## config.mk

```make
export PLATFORM = sky130hd
export DESIGN_NAME = sd_arbiter
export DESIGN_NICKNAME = d
export VERILOG_FILES = /design/src/rtl/sd_arb_pkg.sv /design/src/rtl/sd_arbiter_rr_pick.sv /design/src/rtl/sd_arbiter.sv
export SDC_FILE = /design/constraint.sdc
export NUM_CORES = 1
export LEC_CHECK = 0
export CORE_UTILIZATION = 40
export CTS_BUF_LIST = sky130_fd_sc_hd__clkbuf_4 sky130_fd_sc_hd__clkbuf_8
export DETAILED_ROUTE_END_ITERATION = 6
export DONT_BUFFER_PORTS = 1
export PLACE_DENSITY_LB_ADDON = 0.1
export SLEW_MARGIN = 20
export SYNTH_ARGS = -nofsm -noshare
export SYNTH_HDL_FRONTEND = slang
export SYNTH_HIERARCHICAL = 1
export SYNTH_SLANG_ARGS = --single-unit
```

## constraint.sdc

```tcl
create_clock -name clk_ram -period 2.9 [get_ports clk_ram]
set_input_delay 0.29 -clock clk_ram [delete_from_list [all_inputs] [get_ports clk_ram]]
set_output_delay 0.29 -clock clk_ram [all_outputs]
set_load 0.02 [all_outputs]
```

## src/rtl/sd_arb_pkg.sv

```systemverilog
// Shared types and constants for the SD block-channel arbiter.
package sd_arb_pkg;

    typedef enum logic [2:0] {
        DRAIN   = 3'd0,
        IDLE    = 3'd1,
        ISSUE   = 3'd2,
        XFER    = 3'd3,
        RELEASE = 3'd4
    } state_t;

    localparam int MAX_NREQ = 4;
    localparam int LBA_W    = 32;
    localparam int IDX_W    = $clog2(MAX_NREQ);

    // Round-robin successor of a requester index, wrapping at nreq.
    function automatic logic [IDX_W-1:0] next_ptr(input logic [IDX_W-1:0] idx, input int nreq);
        return (int'(idx) == nreq - 1) ? '0 : idx + 1'b1;
    endfunction

endpackage

```

## src/rtl/sd_arbiter_rr_pick.sv

```systemverilog
// Combinational round-robin picker: first pending requester at or after ptr, wrapping at NREQ.
module rr_pick
    import sd_arb_pkg::*;
#(
    parameter int NREQ = 2
) (
    input  logic [NREQ-1:0]  pending,
    input  logic [IDX_W-1:0] ptr,
    output logic [NREQ-1:0]  onehot,
    output logic [IDX_W-1:0] idx,
    output logic             any
);

    always_comb begin
        onehot = '0;
        idx    = '0;
        any    = 1'b0;
        for (int k = 0; k < NREQ; k++) begin
            for (int i = 0; i < NREQ; i++) begin
                if (!any && (i == (int'(ptr) + k) % NREQ) && pending[i]) begin
                    any       = 1'b1;
                    idx       = IDX_W'(i);
                    onehot[i] = 1'b1;
                end
            end
        end
    end

endmodule

```

## src/rtl/sd_arbiter.sv

```systemverilog
// Round-robin arbiter sharing one SD block channel among NREQ requesters.
// Optional issue-to-ack watchdog enabled by defining SD_ARB_TIMEOUT_EN.
module sd_arbiter
    import sd_arb_pkg::*;
#(
    parameter int NREQ    = 2,
    parameter int TIMEOUT = 2**20
) (
    input  logic                  clk_ram,
    input  logic                  reset,
    input  logic [NREQ-1:0]       req_rd,
    input  logic [NREQ-1:0]       req_wr,
    input  logic [NREQ-1:0]       req_conf,
    input  logic [NREQ*LBA_W-1:0] req_lba,
    input  logic [NREQ*8-1:0]     req_din,
    output logic [NREQ-1:0]       gnt,
    output logic [NREQ-1:0]       gnt_ack,
    output logic [NREQ-1:0]       gnt_dout_strobe,
    output logic [NREQ-1:0]       gnt_din_strobe,
    output logic [NREQ-1:0]       gnt_err,
    output logic [LBA_W-1:0]      sd_lba,
    output logic                  sd_rd,
    output logic                  sd_wr,
    output logic                  sd_conf,
    output logic [7:0]            sd_din,
    input  logic                  sd_ack,
    input  logic                  sd_dout_strobe,
    input  logic                  sd_din_strobe,
    output state_t                state_dbg
);

    // Handshake: req_rd/req_wr are levels. A requester raises one and holds it until its
    // gnt_ack falls; dropping both before the ack rises cancels the request, after that it is ignored.

    logic ack_m, ack_s;

    // sd_ack comes from another clock domain; the synchroniser is deliberately not reset so
    // DRAIN sees the true ack level right after reset.
    always_ff @(posedge clk_ram) begin
        ack_m <= sd_ack;
        ack_s <= ack_m;
    end

    state_t            state_q, state_nx;
    logic [NREQ-1:0]   gnt_q, gnt_nx;
    logic [IDX_W-1:0]  idx_q, idx_nx;
    logic [IDX_W-1:0]  ptr_q, ptr_nx;
    logic [LBA_W-1:0]  lba_q, lba_nx;
    logic              rd_q, rd_nx;
    logic              wr_q, wr_nx;
    logic              conf_q, conf_nx;

    logic [NREQ-1:0]   pending;
    logic [NREQ-1:0]   pick_onehot;
    logic [IDX_W-1:0]  pick_idx;
    logic              pick_any;
    logic [LBA_W-1:0]  pick_lba;
    logic              gnt_pending;

`ifdef SD_ARB_TIMEOUT_EN
    logic [31:0]       cnt_q, cnt_nx;
    logic [NREQ-1:0]   err_q, err_nx;
`endif

    assign pending     = req_rd | req_wr;
    assign gnt_pending = |(pending & gnt_q);

    rr_pick #(.NREQ(NREQ)) u_pick (
        .pending (pending),
        .ptr     (ptr_q),
        .onehot  (pick_onehot),
        .idx     (pick_idx),
        .any     (pick_any)
    );

    always_comb begin
        pick_lba = '0;
        for (int i = 0; i < NREQ; i++) begin
            if (pick_onehot[i]) pick_lba = req_lba[i*LBA_W +: LBA_W];
        end
    end

    always_comb begin
        state_nx = state_q;
        gnt_nx   = gnt_q;
        idx_nx   = idx_q;
        ptr_nx   = ptr_q;
        lba_nx   = lba_q;
        rd_nx    = rd_q;
        wr_nx    = wr_q;
        conf_nx  = conf_q;
`ifdef SD_ARB_TIMEOUT_EN
        cnt_nx   = cnt_q;
        err_nx   = '0;
`endif
        case (state_q)
            DRAIN: begin
                if (!ack_s) state_nx = IDLE;
            end
            IDLE: begin
                if (pick_any) begin
                    state_nx = ISSUE;
                    gnt_nx   = pick_onehot;
                    idx_nx   = pick_idx;
                    lba_nx   = pick_lba;
                    conf_nx  = |(req_conf & pick_onehot);
                    rd_nx    = |(req_rd & pick_onehot);
                    wr_nx    = |(req_wr & pick_onehot) & ~|(req_rd & pick_onehot);
`ifdef SD_ARB_TIMEOUT_EN
                    cnt_nx   = '0;
`endif
                end
            end
            ISSUE: begin
                if (ack_s) begin
                    state_nx = XFER;
                end else if (!gnt_pending) begin
                    // Cancelled before the card answered: the requester keeps its turn.
                    state_nx = IDLE;
                    gnt_nx   = '0;
                    rd_nx    = 1'b0;
                    wr_nx    = 1'b0;
                end
`ifdef SD_ARB_TIMEOUT_EN
                else if (cnt_q == 32'(TIMEOUT - 1)) begin
                    state_nx = DRAIN;
                    err_nx   = gnt_q;
                    gnt_nx   = '0;
                    rd_nx    = 1'b0;
                    wr_nx    = 1'b0;
                    ptr_nx   = next_ptr(idx_q, NREQ);
                end else begin
                    cnt_nx   = cnt_q + 32'd1;
                end
`endif
            end
            XFER: begin
                if (!ack_s) begin
                    state_nx = RELEASE;
                    rd_nx    = 1'b0;
                    wr_nx    = 1'b0;
                end
            end
            RELEASE: begin
                state_nx = IDLE;
                gnt_nx   = '0;
                ptr_nx   = next_ptr(idx_q, NREQ);
            end
            default: begin
                state_nx = DRAIN;
            end
        endcase
    end

    always_ff @(posedge clk_ram) begin
        if (reset) begin
            state_q <= DRAIN;
            gnt_q   <= '0;
            idx_q   <= '0;
            ptr_q   <= '0;
            lba_q   <= '0;
            rd_q    <= 1'b0;
            wr_q    <= 1'b0;
            conf_q  <= 1'b0;
`ifdef SD_ARB_TIMEOUT_EN
            cnt_q   <= '0;
            err_q   <= '0;
`endif
        end else begin
            state_q <= state_nx;
            gnt_q   <= gnt_nx;
            idx_q   <= idx_nx;
            ptr_q   <= ptr_nx;
            lba_q   <= lba_nx;
            rd_q    <= rd_nx;
            wr_q    <= wr_nx;
            conf_q  <= conf_nx;
`ifdef SD_ARB_TIMEOUT_EN
            cnt_q   <= cnt_nx;
            err_q   <= err_nx;
`endif
        end
    end

    // Byte data to the card comes straight from the granted requester; zero with no grant.
    always_comb begin
        sd_din = '0;
        for (int i = 0; i < NREQ; i++) begin
            if (gnt_q[i]) sd_din = req_din[i*8 +: 8];
        end
    end

    assign gnt             = gnt_q;
    assign gnt_ack         = {NREQ{sd_ack}} & gnt_q;
    assign gnt_dout_strobe = {NREQ{sd_dout_strobe}} & gnt_q;
    assign gnt_din_strobe  = {NREQ{sd_din_strobe}} & gnt_q;
    assign sd_lba          = lba_q;
    assign sd_rd           = rd_q;
    assign sd_wr           = wr_q;
    assign sd_conf         = conf_q;
    assign state_dbg       = state_q;

`ifdef SD_ARB_TIMEOUT_EN
    assign gnt_err = err_q;
`else
    assign gnt_err = '0;
`endif

endmodule
```

Yosys cells after proc, flatten, opt, wreduce, memory -nomap -nowiden
Cells that the tools add are included.
- register bits: 44
- input port bits: 91
- output and inout port bits: 56
- word-level logic and storage cells: 90
- add/subtract/negate cells: 2
- equality and inequality tests: 12
- mux-type cells: 32
- bitwise gates (word level): 10
- reduce and logical (&&, ||, !) cells: 24
- operator list (kind ; count):
    $logic_not 32->1 ; 2
    $mux 32 ; 2
    $mux 1 ; 16
    $mux 8 ; 2
    $mux 3 ; 5
    $pmux 3 s5 ; 1
    $and 2x2->2 ; 7
    $ne 2x2->1 const B ; 5
    $reduce_and 4->1 ; 2
    $reduce_or 2->1 ; 4
    $logic_and 1x1->1 ; 7
    $eq 3x2->1 const B ; 2
    $mux 2 ; 3
    $pmux 1 s3 ; 2
    $pmux 2 s3 ; 1
    $reduce_bool 3->1 ; 2
    $reduce_and 5->1 ; 1
    $logic_not 1->1 ; 4
    $eq 3x1->1 const B ; 1
    $eq 3x3->1 const B ; 1
    $logic_not 3->1 ; 1
    $ne 3x3->1 const B ; 1
    $add 1x1->1 const B ; 2
    $eq 2x2->1 const A ; 1
    other kinds (5) ; 5

Longest topological paths before layout
- depth after elaboration: 21
- mapped depth: 8
- gate-level depth less buffers: 6

Hierarchy
Netlist, hierarchy kept.
- by module, submodules not included (module ; times used ; cells an instance ; area each (sq um) ; sequential area each (sq um)):
    sd_arbiter ; 1 ; 248 ; 2523.7 ; 920.9
    rr_pick ; 1 ; 7 ; 43.8 ; 0.0

Worst setup path after synthesis
OpenSTA, ideal clock, no wires.
- kind: input port to flip-flop
- start: input port req_wr[0]
- end: register lba_q[0], in the netlist sd_lba[0]
- library setup time: 141 ps
- arrival: 1541 ps
- required time: 2759 ps
- path slack: 1218 ps
- cell stages on the path: 8
- path buffers: 2
- cell sequence: or2_2 > or2_1 > nor2b_4 > and3_4 > buf_12 > buf_12 > nor2_2 > nor3_2
- longest elaborated chain between the ends: 16
- elaborated cells between the ends (all ways): 21
- classes of those cells: mux: 9; bitwise: 1; reduce/logical: 11
- RTL lines (item ; RTL line ; source):
    start: declaration ; sd_arbiter.sv:12 ; input logic [NREQ-1:0] req_wr,
    $or 2x2->2 * ; sd_arbiter.sv:65 ; assign pending = req_rd | req_wr;
    $logic_and 1x1->1 ; sd_arbiter_rr_pick.sv:20 ; if (!any && (i == (int'(ptr) + k) % NREQ) && pending[i]) begin
    $mux 1 ; sd_arbiter_rr_pick.sv:20 ;
    $logic_not 1->1 ; sd_arbiter_rr_pick.sv:20 ;
    $logic_and 1x1->1 (2 in a row) ; sd_arbiter_rr_pick.sv:20 ;
    $mux 1 ; sd_arbiter_rr_pick.sv:20 ;
    $logic_not 1->1 ; sd_arbiter_rr_pick.sv:20 ;
    $logic_and 1x1->1 (2 in a row) ; sd_arbiter_rr_pick.sv:20 ;
    $mux 1 * ; sd_arbiter_rr_pick.sv:20 ;
    $logic_not 1->1 ; sd_arbiter_rr_pick.sv:20 ;
    $logic_and 1x1->1 (2 in a row) ; sd_arbiter_rr_pick.sv:20 ;
    $mux 1 * ; sd_arbiter_rr_pick.sv:20 ;
    net pick_any ; sd_arbiter.sv:56 ; logic pick_any;
    $reduce_and 2->1 (no source line) * ; -- ;
    end signal: assignment ; sd_arbiter.sv:174 ; lba_q <= lba_nx;
    end: declaration ; sd_arbiter.sv:48 ; logic [LBA_W-1:0] lba_q, lba_nx;
The timed path passes the listed nets; every way through them passes the cells marked *.
A chain may end at the register's enable or synchronous reset.

Worst setup path after layout
- start: register gnt_q[0], in the netlist gnt[0]
- end: output port sd_din[2]
- longest elaborated chain between the ends: 2
- RTL lines (item ; RTL line ; source):
    start: declaration ; sd_arbiter.sv:45 ; logic [NREQ-1:0] gnt_q, gnt_nx;
    start signal: assignment ; sd_arbiter.sv:171 ; gnt_q <= gnt_nx;
    $mux 8 (2 in a row) ; sd_arbiter.sv:189 ; if (gnt_q[i]) sd_din = req_din[i*8 +: 8];
    end: declaration ; sd_arbiter.sv:25 ; output logic [7:0] sd_din,
No other way between the ends.

==> results.cfg <==
[route]
first_pass_iters = 4
wl_per_cell_um = 18.27
viasPerCell = 5.872
via_count = 1791
drt_drc_violations_left = 0
antenna_left = 0
drtIter0Drc = 62
wirelength_mm = 5.573

[yosys]
synthCells = 245
yosysWarnings = 6
avgSynthCellArea_um2 = 10.14
netlist_area_mm2 = 0.002485

[final_layout]
fillers = 579
multi_input_area_mm2 = 0.001418
final_util_pct = 42.54
drive_gt1_share_pct = 41.30
area_delta_synth_final_pct = 1.964
fin_nets = 320
diodes = 0
seqCellArea_um2 = 880.8

[placement]
portBuffers = 0
dp_hpwl_mm = 3.804
place.gp.congestion = 0.7855
pre_cts_slack_ps = 848.5

[cts]
cts-htree-levels = 2
clock_latency_ps = 290
cts_resized = 0
cts_tree = built
clock_path_buffers = 2
path_clk_slew_ps = 80
cts-root-buf = clkbuf_8
clock_sinks = 44
cts_hold_buf = 0
cts_setup_buffers = 0
cts_inserted_buffers = 5

[setup_path]
crit_slowest_cell = dfxtp_1
cp_max_fo = 8
cp-start-kind = register
crit_chain = nor2b_1 > a22o_1
critPathMaxStageDelay_ps = 530
crit_required_ps = 2610
critPathCaptureType = output port
path_buf_inv = 0
critPathKind = reg -> out
arrival_ps = 1610
crit_family = flip-flops

[timing]
rsz0062_at_grt = no
setup_viol = 0
period_needed_ps = 1904
slew_viol_final = 0
finalClockSkew_ps = 5.063
setup_tns_ps = 0
slew_headroom_pct = 38.55
timing.final.crit_share_pct = 65.66
tightest_slew_ps = 919.8
whs_ps = 23.47
finalWorstSetupSlack_ps = 996.0
clock.fmax_mhz = 525.2
report.final.hold_viol_count = 0

[die]
die-area_mm2 = 0.006531
chipHeight_um = 80.82
core_mm2 = 0.005956
rows = 28
die_w_um = 80.82
start_util_pct = 41.72
io_pins = 147

[run_status]
status = completed

[global_route]
grtUsageMet3_pct = 5.056
grt-busiest-layer = met2
grt_use_met1_pct = 20.79
grt_use_total_pct = 17.15
grt_max_degree = 44
met2_usage_pct = 28.74
overflow = 0
grt_pass1_wl_mm = 8.514
grt_pass1_vias = 1681
grt_antenna_before_repair = 0

[power]
power.leakage_nw = 0.8575
p_per_area_mw_per_mm2 = 586.3
vdd_ir_drop_max_mv = 0.3523

[job]
drv_cap = 0

[min_path]
hold_class = in -> reg
-- routing by layer --
metal / share of wire (%) / vias up
li1: - / 871
met2: 49 / 68
met4: 0.75 / 0
met5: 0 / -
met1: 43 / 847
met3: 7.1 / 5
-- power by group --
group	switching (W)	total, W	internal (W)
Clock	0.000206	0.000471	0.000265
Combinational	0.000154	0.000258	0.000103
Sequential	0.000104	0.000757	0.000653
-- worst paths after layout --
path | start | to | slack, ps | depth (start not counted)
worst max register to register | state_dbg[0] | sd_lba[8] | 1030 | 3
worst max-delay path | gnt[0] | sd_din[2] | 1000 | 2
worst min-delay path | sd_ack | ack_m | 20 | 0
worst min register to register | ack_m | ack_s | 330 | 0
-- worst register-to-register path: stages, from the launching register on --
cell      delay (ps)
dfxtp_1          670
nand3_4          550
a221oi_1         480
nor3_2            60
-- metrics by stage --
stage	area, um^2	power [W]	cells
floorplan	2489	0.001026	246
global placement	2422	0.001032	297
detailed placement	2422	0.001034	297
CTS	2534	0.001513	305
global route	2534	0.001561	305
finish	2534	0.001485	305
-- flip-flops by register name, indices dropped and copies added (netlist names) --
name / count
sd_lba: 32
sd_conf: 1
state_dbg: 3
gnt: 2
sd_rd: 1
ack_s: 1
ack_m: 1
sd_wr: 1
idx_q: 1
ptr_q: 1
-- cells in the final DEF, fill, tap and decap left out, types with 2 or more instances in the layout --
cell type and n:
nand3_1 5, a221oi_2 19, clkbuf_8 5, a21oi_1 7, a221oi_1 12, dfxtp_1 44, nor2_1 9, and2_1 6
or2_2 2, a211oi_1 4, conb_1 2, nor3_1 6, nand2b_1 2, nor2b_4 2, a22o_1 9, nor2_2 28
nor3_2 28, mux2i_1 3, buf_4 2, o21ai_0 2, inv_1 3, nand2_1 7, a21boi_1 2, nor2b_1 2
-- layout make-up --
cell class | count | share of cell area, %
multi-input combinational | 172 | 55.95
timing repair buffer | 2 | 0.5926
sequential | 44 | 34.77
clock inverter | 2 | 1.383
clock buffer | 6 | 3.012
tap | 75 | 3.704
inverter | 4 | 0.5926
No activity file was read; power rests on OpenSTA's default activity.
